`src/rtl/alu_link_pkg.sv`:
```
// Shared definitions for the UART ALU command link: FSM states and the
// on-wire byte order used by both the client and the responder.
package alu_link_pkg;

    typedef enum logic [1:0] {
        IDLE,
        SEND,
        WAIT_TX,
        WAIT_RX
    } state_t;

    localparam int N_CMD_BYTES = 3;
    localparam int IDX_W       = $clog2(N_CMD_BYTES);

    typedef logic [IDX_W-1:0] byte_idx_t;

    localparam byte_idx_t BYTE_A    = byte_idx_t'(0);
    localparam byte_idx_t BYTE_B    = byte_idx_t'(1);
    localparam byte_idx_t BYTE_OP   = byte_idx_t'(2);
    localparam byte_idx_t LAST_BYTE = byte_idx_t'(N_CMD_BYTES - 1);

endpackage

```
`src/rtl/uart_alu_client.sv`:
```
// Host-side initiator for the UART ALU protocol: sends A, B, op as three
// bytes through uart_tx, then waits (bounded) for one result byte from uart_rx.
module uart_alu_client
    import alu_link_pkg::*;
#(
    parameter int NB_DATA        = 8,
    parameter int NB_ALU_OP      = 6,
    parameter int TIMEOUT_CYCLES = 2_000_000
) (
    input  logic                 i_clk,
    input  logic                 i_reset,
    input  logic                 i_req_valid,
    input  logic [NB_DATA-1:0]   i_req_data_A,
    input  logic [NB_DATA-1:0]   i_req_data_B,
    input  logic [NB_ALU_OP-1:0] i_req_op,
    output logic                 o_req_ready,
    output logic [NB_DATA-1:0]   o_tx_data,
    output logic                 o_tx_start,
    input  logic                 i_tx_done,
    input  logic [NB_DATA-1:0]   i_rx_data,
    input  logic                 i_rx_done,
    output logic [NB_DATA-1:0]   o_res_data,
    output logic                 o_res_valid,
    output logic                 o_timeout,
    output logic                 o_busy
);

    localparam int CNT_W = (TIMEOUT_CYCLES > 1) ? $clog2(TIMEOUT_CYCLES) : 1;
    localparam logic [CNT_W-1:0] CNT_LAST = CNT_W'(TIMEOUT_CYCLES - 1);

    state_t               state;
    state_t               state_next;
    logic [NB_DATA-1:0]   a_q;
    logic [NB_DATA-1:0]   b_q;
    logic [NB_ALU_OP-1:0] op_q;
    byte_idx_t            idx;
    logic [CNT_W-1:0]     cnt;
    logic                 last_byte;
    logic                 cnt_done;

    function automatic logic [NB_DATA-1:0] cmd_byte(
        input byte_idx_t            sel,
        input logic [NB_DATA-1:0]   a,
        input logic [NB_DATA-1:0]   b,
        input logic [NB_ALU_OP-1:0] op
    );
        case (sel)
            BYTE_A:  return a;
            BYTE_B:  return b;
            BYTE_OP: return NB_DATA'(op);
            default: return '0;
        endcase
    endfunction

    assign last_byte = (idx == LAST_BYTE);
    assign cnt_done  = (cnt == CNT_LAST);

    always_ff @(posedge i_clk or posedge i_reset) begin
        if (i_reset) begin
            state <= IDLE;
        end else begin
            state <= state_next;
        end
    end

    always_comb begin
        state_next = state;
        case (state)
            IDLE:    if (i_req_valid) state_next = SEND;
            SEND:    state_next = WAIT_TX;
            WAIT_TX: if (i_tx_done) state_next = last_byte ? WAIT_RX : SEND;
            WAIT_RX: if (i_rx_done || cnt_done) state_next = IDLE;
            default: state_next = IDLE;
        endcase
    end

    always_comb begin
        o_req_ready = (state == IDLE);
        o_busy      = (state != IDLE);
        o_tx_start  = (state == SEND);
    end

    // o_tx_data is loaded on entry to SEND so it stays stable through WAIT_TX.
    always_ff @(posedge i_clk or posedge i_reset) begin
        if (i_reset) begin
            a_q         <= '0;
            b_q         <= '0;
            op_q        <= '0;
            idx         <= '0;
            cnt         <= '0;
            o_tx_data   <= '0;
            o_res_data  <= '0;
            o_res_valid <= 1'b0;
            o_timeout   <= 1'b0;
        end else begin
            o_res_valid <= 1'b0;
            o_timeout   <= 1'b0;
            case (state)
                IDLE: begin
                    if (i_req_valid) begin
                        a_q       <= i_req_data_A;
                        b_q       <= i_req_data_B;
                        op_q      <= i_req_op;
                        idx       <= BYTE_A;
                        o_tx_data <= i_req_data_A;
                    end
                end
                WAIT_TX: begin
                    if (i_tx_done) begin
                        if (!last_byte) begin
                            idx       <= idx + 1'b1;
                            o_tx_data <= cmd_byte(idx + 1'b1, a_q, b_q, op_q);
                        end else begin
                            cnt <= '0;
                        end
                    end
                end
                WAIT_RX: begin
                    // A result arriving on the terminal count still wins.
                    if (i_rx_done) begin
                        o_res_data  <= i_rx_data;
                        o_res_valid <= 1'b1;
                    end else if (cnt_done) begin
                        o_timeout <= 1'b1;
                    end else begin
                        cnt <= cnt + 1'b1;
                    end
                end
                default: ;
            endcase
        end
    end

endmodule

```
`config.mk`:
```
export PLATFORM = sky130hd
export DESIGN_NAME = uart_alu_client
export DESIGN_NICKNAME = d
export VERILOG_FILES = /design/src/rtl/alu_link_pkg.sv /design/src/rtl/uart_alu_client.sv
export SDC_FILE = /design/constraint.sdc
export NUM_CORES = 1
export LEC_CHECK = 0
export BUFFER_PORTS_ARGS = -buffer_cell sky130_fd_sc_hd__buf_2
export CORE_UTILIZATION = 58
export CTS_BUF_LIST = sky130_fd_sc_hd__clkbuf_8
export CTS_CLUSTER_DIAMETER = 150
export CTS_CLUSTER_SIZE = 14
export DETAILED_ROUTE_END_ITERATION = 7
export GPL_TIMING_DRIVEN = 0
export PLACE_DENSITY = 0.87
export SLEW_MARGIN = 10
export SYNTH_ARGS = -nofsm -noshare
export SYNTH_HDL_FRONTEND = slang
export SYNTH_SLANG_ARGS = --single-unit
export TNS_END_PERCENT = 10
```
`constraint.sdc`:
```
create_clock -name i_clk -period 2.8 [get_ports i_clk]
set_input_delay 0.28 -clock i_clk [delete_from_list [all_inputs] [get_ports i_clk]]
set_output_delay 0.28 -clock i_clk [all_outputs]
set_load 0.005 [all_outputs]
```
## Word-level counts from Yosys, hierarchy flattened

Cells that the tools add are included.

| operators by class | value |
|---|---|
| $add $sub $neg | 2 |
| eq/ne operators | 14 |
| muxes and demuxes | 24 |
| reduce and logical (&&, ||, !) cells | 11 |

Operator list:

| kind | number |
|---|---|
| 2-to-1 mux 21 bit | 4 |
| one-hot mux 21 bit (2 select lines) | 1 |
| 2-to-1 mux 8 bit | 3 |
| one-hot mux 8 bit (3 select lines) | 1 |
| adder 21 x 1 -> 21 bit, second input constant | 1 |
| equality test 21 bit, second input constant | 1 |
| one-hot mux 8 bit (2 select lines) | 1 |
| 2-to-1 mux 2 bit | 7 |
| inequality test 2 bit, second input constant | 7 |
| equality test 2 bit, second input constant | 4 |
| one-hot mux 2 bit (4 select lines) | 1 |
| nonzero test 2 bit | 3 |
| 2-to-1 mux 1 bit | 5 |
| AND reduction 5 bit | 1 |
| equality test 2 x 1 -> 1 bit, second input constant | 2 |
| logical NOT 2 bit | 2 |
| one-hot mux 2 bit (2 select lines) | 1 |
| AND reduction 2 bit | 2 |
| AND reduction 4 bit | 1 |
| AND reduction 3 bit | 1 |
| adder 2 x 1 -> 2 bit, second input constant | 1 |
| logical OR 1 bit | 1 |

| word-level totals | value |
|---|---|
| register bits | 65 |
| input port bits | 35 |
| output and inout port bits | 21 |
| word-level logic and storage cells | 61 |

## Logic depth before layout (Yosys ltp)

| logic depth | value |
|---|---|
| word-level depth | 6 |
| depth in mapped cells | 8 |
| gate-level depth less buffers | 7 |

## Least setup slack after synthesis

OpenSTA, ideal clock, no wires.

| timing | value |
|---|---|
| path kind | register to register |
| start | reg cnt[16] |
| end | reg state[1] |
| library setup time | 0.126 ns |
| data arrival time | 2.078 ns |
| data required time | 2.674 ns |
| path slack | 0.596 ns |
| cell stages (with the launch flop) | 6 |
| path buffers | 1 |
| clock period less this slack | 2.204 ns |
| cells stage by stage | dfrtp_1 > or4_1 > or4_4 > o21a_4 > buf_6 > a221o_2 |

| between the ends | value |
|---|---|
| word-level cells in the longest chain between the ends | 4 |

RTL lines:

| element | RTL line | source |
|---|---|---|
| start: declaration | uart_alu_client.sv:37 | `logic [CNT_W-1:0] cnt;` |
| start signal: assignment | uart_alu_client.sv:126 | `cnt <= cnt + 1'b1;` |
| equality test 21 bit | uart_alu_client.sv:56 | `assign cnt_done = (cnt == CNT_LAST);` |
| logical OR 1 bit | uart_alu_client.sv:72 | `WAIT_RX: if (i_rx_done \|\| cnt_done) state_next = IDLE;` |
| inequality test 2 bit (no source line) | - |  |
| AND reduction 3 bit (no source line) | - |  |
| end signal: assignment | uart_alu_client.sv:62 | `state <= state_next;` |
| end: declaration | uart_alu_client.sv:31 | `state_t state;` |

Every way passes these cells.
A chain may end at the register's enable or synchronous reset.

## Worst setup path in the final report

| timing | value |
|---|---|
| start | reg cnt[0] |
| end | reg cnt[9] |

| between the ends | value |
|---|---|
| word-level cells in the longest chain between the ends | 4 |
| elaborated cells between the ends (all ways) | 7 |
| classes of those cells | 1 x add/sub; 2 x eq/ne; 3 x mux; 1 x reduce/logical |

RTL lines:

| element | RTL line | source |
|---|---|---|
| adder 21 x 1 -> 21 bit | uart_alu_client.sv:126 |  |
| 2-to-1 mux 21 bit | uart_alu_client.sv:123 | `end else if (cnt_done) begin` |
| 2-to-1 mux 21 bit | uart_alu_client.sv:120 | `if (i_rx_done) begin` |
| one-hot mux 21 bit (2 select lines) | uart_alu_client.sv:98 | `case (state)` |

Several ways; a longest one is shown, not always the timed one. The select of a mux whose other input is x is not followed.

==> impl_metrics.py <==
metrics = {
    "power": {
        "peakVddDrop_uv": 664,
        "power_density_nw_per_um2": 932,
        "leakage_nw": 1.75,
    },
    "critical_path": {
        "slowest_delay_ns": 0.65,
        "cp-end-kind": "register",
        "path_cells": "ha_1 -> nand3_1 -> or4_4 -> o21ai_4 -> buf_6 -> nor3_1 -> a221o_2",
        "cp.required_ns": 3.03,
        "cp.arrival_ns": 2.75,
        "path_max_fanout": 10,
        "crit_path_start_kind": "register",
        "cp_slowest_cell": "or4_4",
        "path_class": "reg2reg",
    },
    "synth": {
        "synth_warnings": 0,
        "synthXorXnorAreaFrac_pct": 0,
        "synth_edf_count": 0,
        "yosysTopAreaCell": "dfrtp_1",
        "synth.yosys.seq_area_share_pct": 51.5,
        "syn_avg_cell_area_um2": 11.0,
        "synthSimpleGateAreaFrac_pct": 18.9,
        "synthArstFlopShare_pct": 100,
        "syn_inst": 287,
        "synthesis.area_um2": 3160,
        "synth.most_common_cell": "dfrtp_1",
        "synth_top_family_by_area": "simple AND/OR/NAND/NOR gates",
        "synthMuxAreaShare_pct": 11.0,
        "ys_types": 42,
        "ys_seq_elements": 65,
        "syn-num-nets": 327,
        "synth_top_flop_cell": "dfrtp_1",
        "yosysTopAreaCellShare_pct": 51.5,
        "synth_compound_area_share_pct": 13.2,
        "ys_top_cells_by_area": "dfrtp_1 52%, mux2_2 11%, nand3_1 3.3%",
        "yosys.area_share.adder_pct": 1.98,
        "synthTopCellsByCount": "65 x dfrtp_1, 30 x mux2_2, 21 x nand3_1, 17 x a21oi_1, 17 x nor3_1",
    },
    "placed_design": {
        "port_buffers": 55,
        "placed_cell_area_um2": 3520,
        "dp_hpwl_um": 4990,
        "place.gp.congestion": 0.903,
    },
    "detailed_routing": {
        "drc_errors": 0,
        "finalWirelength_um": 7240,
        "first_pass_iters": 5,
        "wl_per_cell_um": 16.9,
        "viasPerCell": 6.12,
        "dr_wl_met2_um": 3350,
        "vias": 2618,
        "wl_met3_um": 477,
        "routed.top_layer": "met4",
        "wl_met1_um": 3200,
        "final_antenna_net_count": 0,
        "drtIter0Drc": 160,
    },
    "timing": {
        "setup_viol": 0,
        "fmax_ghz": 0.396,
        "fin_worst_skew_ns": 0.00676,
        "grt_setup_unrepaired": "false",
        "maxSlewViolCount": 0,
        "tightest_slew_ns": 0.774,
        "finalHoldViolations": 0,
        "tns_ns": 0,
        "layout_worst_path_cycle_share_pct": 90.2,
        "finalCriticalPeriod_ns": 2.53,
        "slew_headroom_pct": 48.4,
    },
    "cts": {
        "worst_skew_pair.late_latency_ns": 0.35,
        "cts_tree": "yes",
        "root_buffer": "clkbuf_8",
        "cts_setup_buffers": 0,
        "numCtsBuffers": 9,
        "clkTransAtPathRegs_ns": 0.07,
        "cts.htree.levels": 3,
        "clk_path_buf_depth": 2,
        "clock_sinks": 65,
    },
    "grt": {
        "grt_use_total_pct": 27.6,
        "grt_max_degree": 66,
        "grt_pass1_vias": 2496,
        "grt_pass1_wl_um": 11400,
        "grt_antenna_before_repair": 0,
        "grt_overflow": 0,
    },
    "die": {
        "io_pins": 56,
        "die_h_um": 75.8,
        "num_rows": 26,
        "die_w_um": 75.8,
        "design.die.area_um2": 5740,
        "start_util_pct": 61.0,
        "core_area_um2": 5170,
    },
    "cells_and_area": {
        "antennaDiodeCount": 0,
        "syn2layout_area_growth_pct": 16.9,
        "fin_area_um2": 3690,
        "fillers": 372,
        "nNetsFinal": 393,
        "drive_gt1_share_pct": 34.9,
    },
    "outcome": {
        "status": "complete, no violations",
    },
    "run": {
        "maxCapViolations": 0,
    },
    "worst_hold_path": {
        "worst_hold_path_type": "in2async",
    },
}
kinds of logic after synthesis:
kind of cell,count (synthesis)
simple gates,109
flops,65
compound gates,56
mux,31
buf+inv,21
fa+ha+maj,5
worst paths after layout:
| path | startpoint | end | slack [ns] | cells after the start |
|---|---|---|---|---|
| worst max-delay path | cnt[0] | cnt[9] | 0.27 | 7 |
| worst min-delay path | i_reset | o_res_data[6] | 0.08 | 2 |
| worst max register to register | cnt[0] | cnt[9] | 0.27 | 7 |
| worst min register to register | o_res_data[3] | o_res_data[3] | 0.50 | 1 |
| max in group asynchronous | i_reset | cnt[1] | 2.21 | 2 |
| min in group i_clk | i_rx_done | o_timeout | 0.15 | 2 |
sequential cells by signal (all words and copies together) (netlist names):
register	cells
a_q	8
b_q	8
cnt	21
idx	2
o_res_data	8
o_res_valid	1
o_timeout	1
o_tx_data	8
op_q	6
state	2
worst max-delay path: cells and delay by family, from the launching register on:
kind,cells,cell delay [ns]
and+or+nand+nor,3,0.95
AOI/OAI and AO/OA,2,0.61
adders and majority gates,1,0.24
DFF,1,0.41
buffers and inverters,1,0.20
per-layer routing:
metal  up-vias  GRT usage, %
li1       1202             -
met1      1279          36.4
met2       113          41.3
met3        24          6.48
met4         0          17.5
met5         -             0
timing repair:
item                                   4_1_cts  5_1_grt
resized for setup                            0        1
hold buffers                                 0        0
setup endpoints to repair                    0        3
endpoints found under the hold margin        0        0
area by class of cell:
cell class	count	area (um2)	area share (%)
Buffer	14	78.8	2.14
Clock buffer	9	124	3.36
Clock inverter	7	38.8	1.05
Inverter	7	28.8	0.780
Multi-Input combinational cell	201	1430	38.7
Sequential cell	65	1630	44.1
Tap cell	70	87.6	2.38
Timing Repair Buffer	55	275	7.47
where the power goes:
| part | internal [mW] | total, mW | leakage, nW | switching, mW |
|---|---|---|---|---|
| Clock | 0.311 | 0.675 | 0.0860 | 0.364 |
| Sequential | 1.28 | 1.49 | 0.810 | 0.207 |
| Combinational | 0.608 | 1.27 | 0.849 | 0.662 |
| Total | 2.20 | 3.43 | 1.75 | 1.23 |
metrics by stage:
stage	util [%]	std cells	power (mW)	hold slack, ns	setup WS, ns
after floorplan	-	287	2.32	0.352	0.596
after global placement	68.0	412	2.66	0.485	0.182
after detailed placement	68.1	412	2.75	0.489	0.312
after CTS	71.2	428	3.43	0.113	0.277
after global routing	71.3	428	3.66	0.138	0.114
final	71.3	428	3.43	0.0799	0.275
layout by cell type, fill, tap and decap left out, types with 2 or more instances in the layout:
master	netlist	final
dfrtp_1	65	65
buf_2	0	55
mux2_2	30	30
nand3_1	21	21
nor3_1	17	17
a21oi_1	17	16
nand2_1	14	14
nor2_1	14	14
clkbuf_8	0	9
a211o_1	8	8
clkbuf_1	7	7
inv_1	7	7
o21ai_0	7	7
and3_2	7	7
a222oi_1	6	6
nand4_1	5	5
ha_1	5	5
and2_1	4	4
and3_1	4	4
a221o_2	4	4
clkinv_2	0	4
nor2b_1	3	3
buf_1	3	3
or2_2	3	3
nor4_1	3	3
buf_6	3	3
nor3b_1	3	3
a31oi_1	3	3
nand2b_1	2	2
a22o_1	2	2
a22oi_1	2	2
or4_1	2	2
nor4bb_1	2	2
or3_1	2	2
a21o_1	2	2
clkinvlp_4	0	2
No activity file was read; power rests on OpenSTA's default activity.
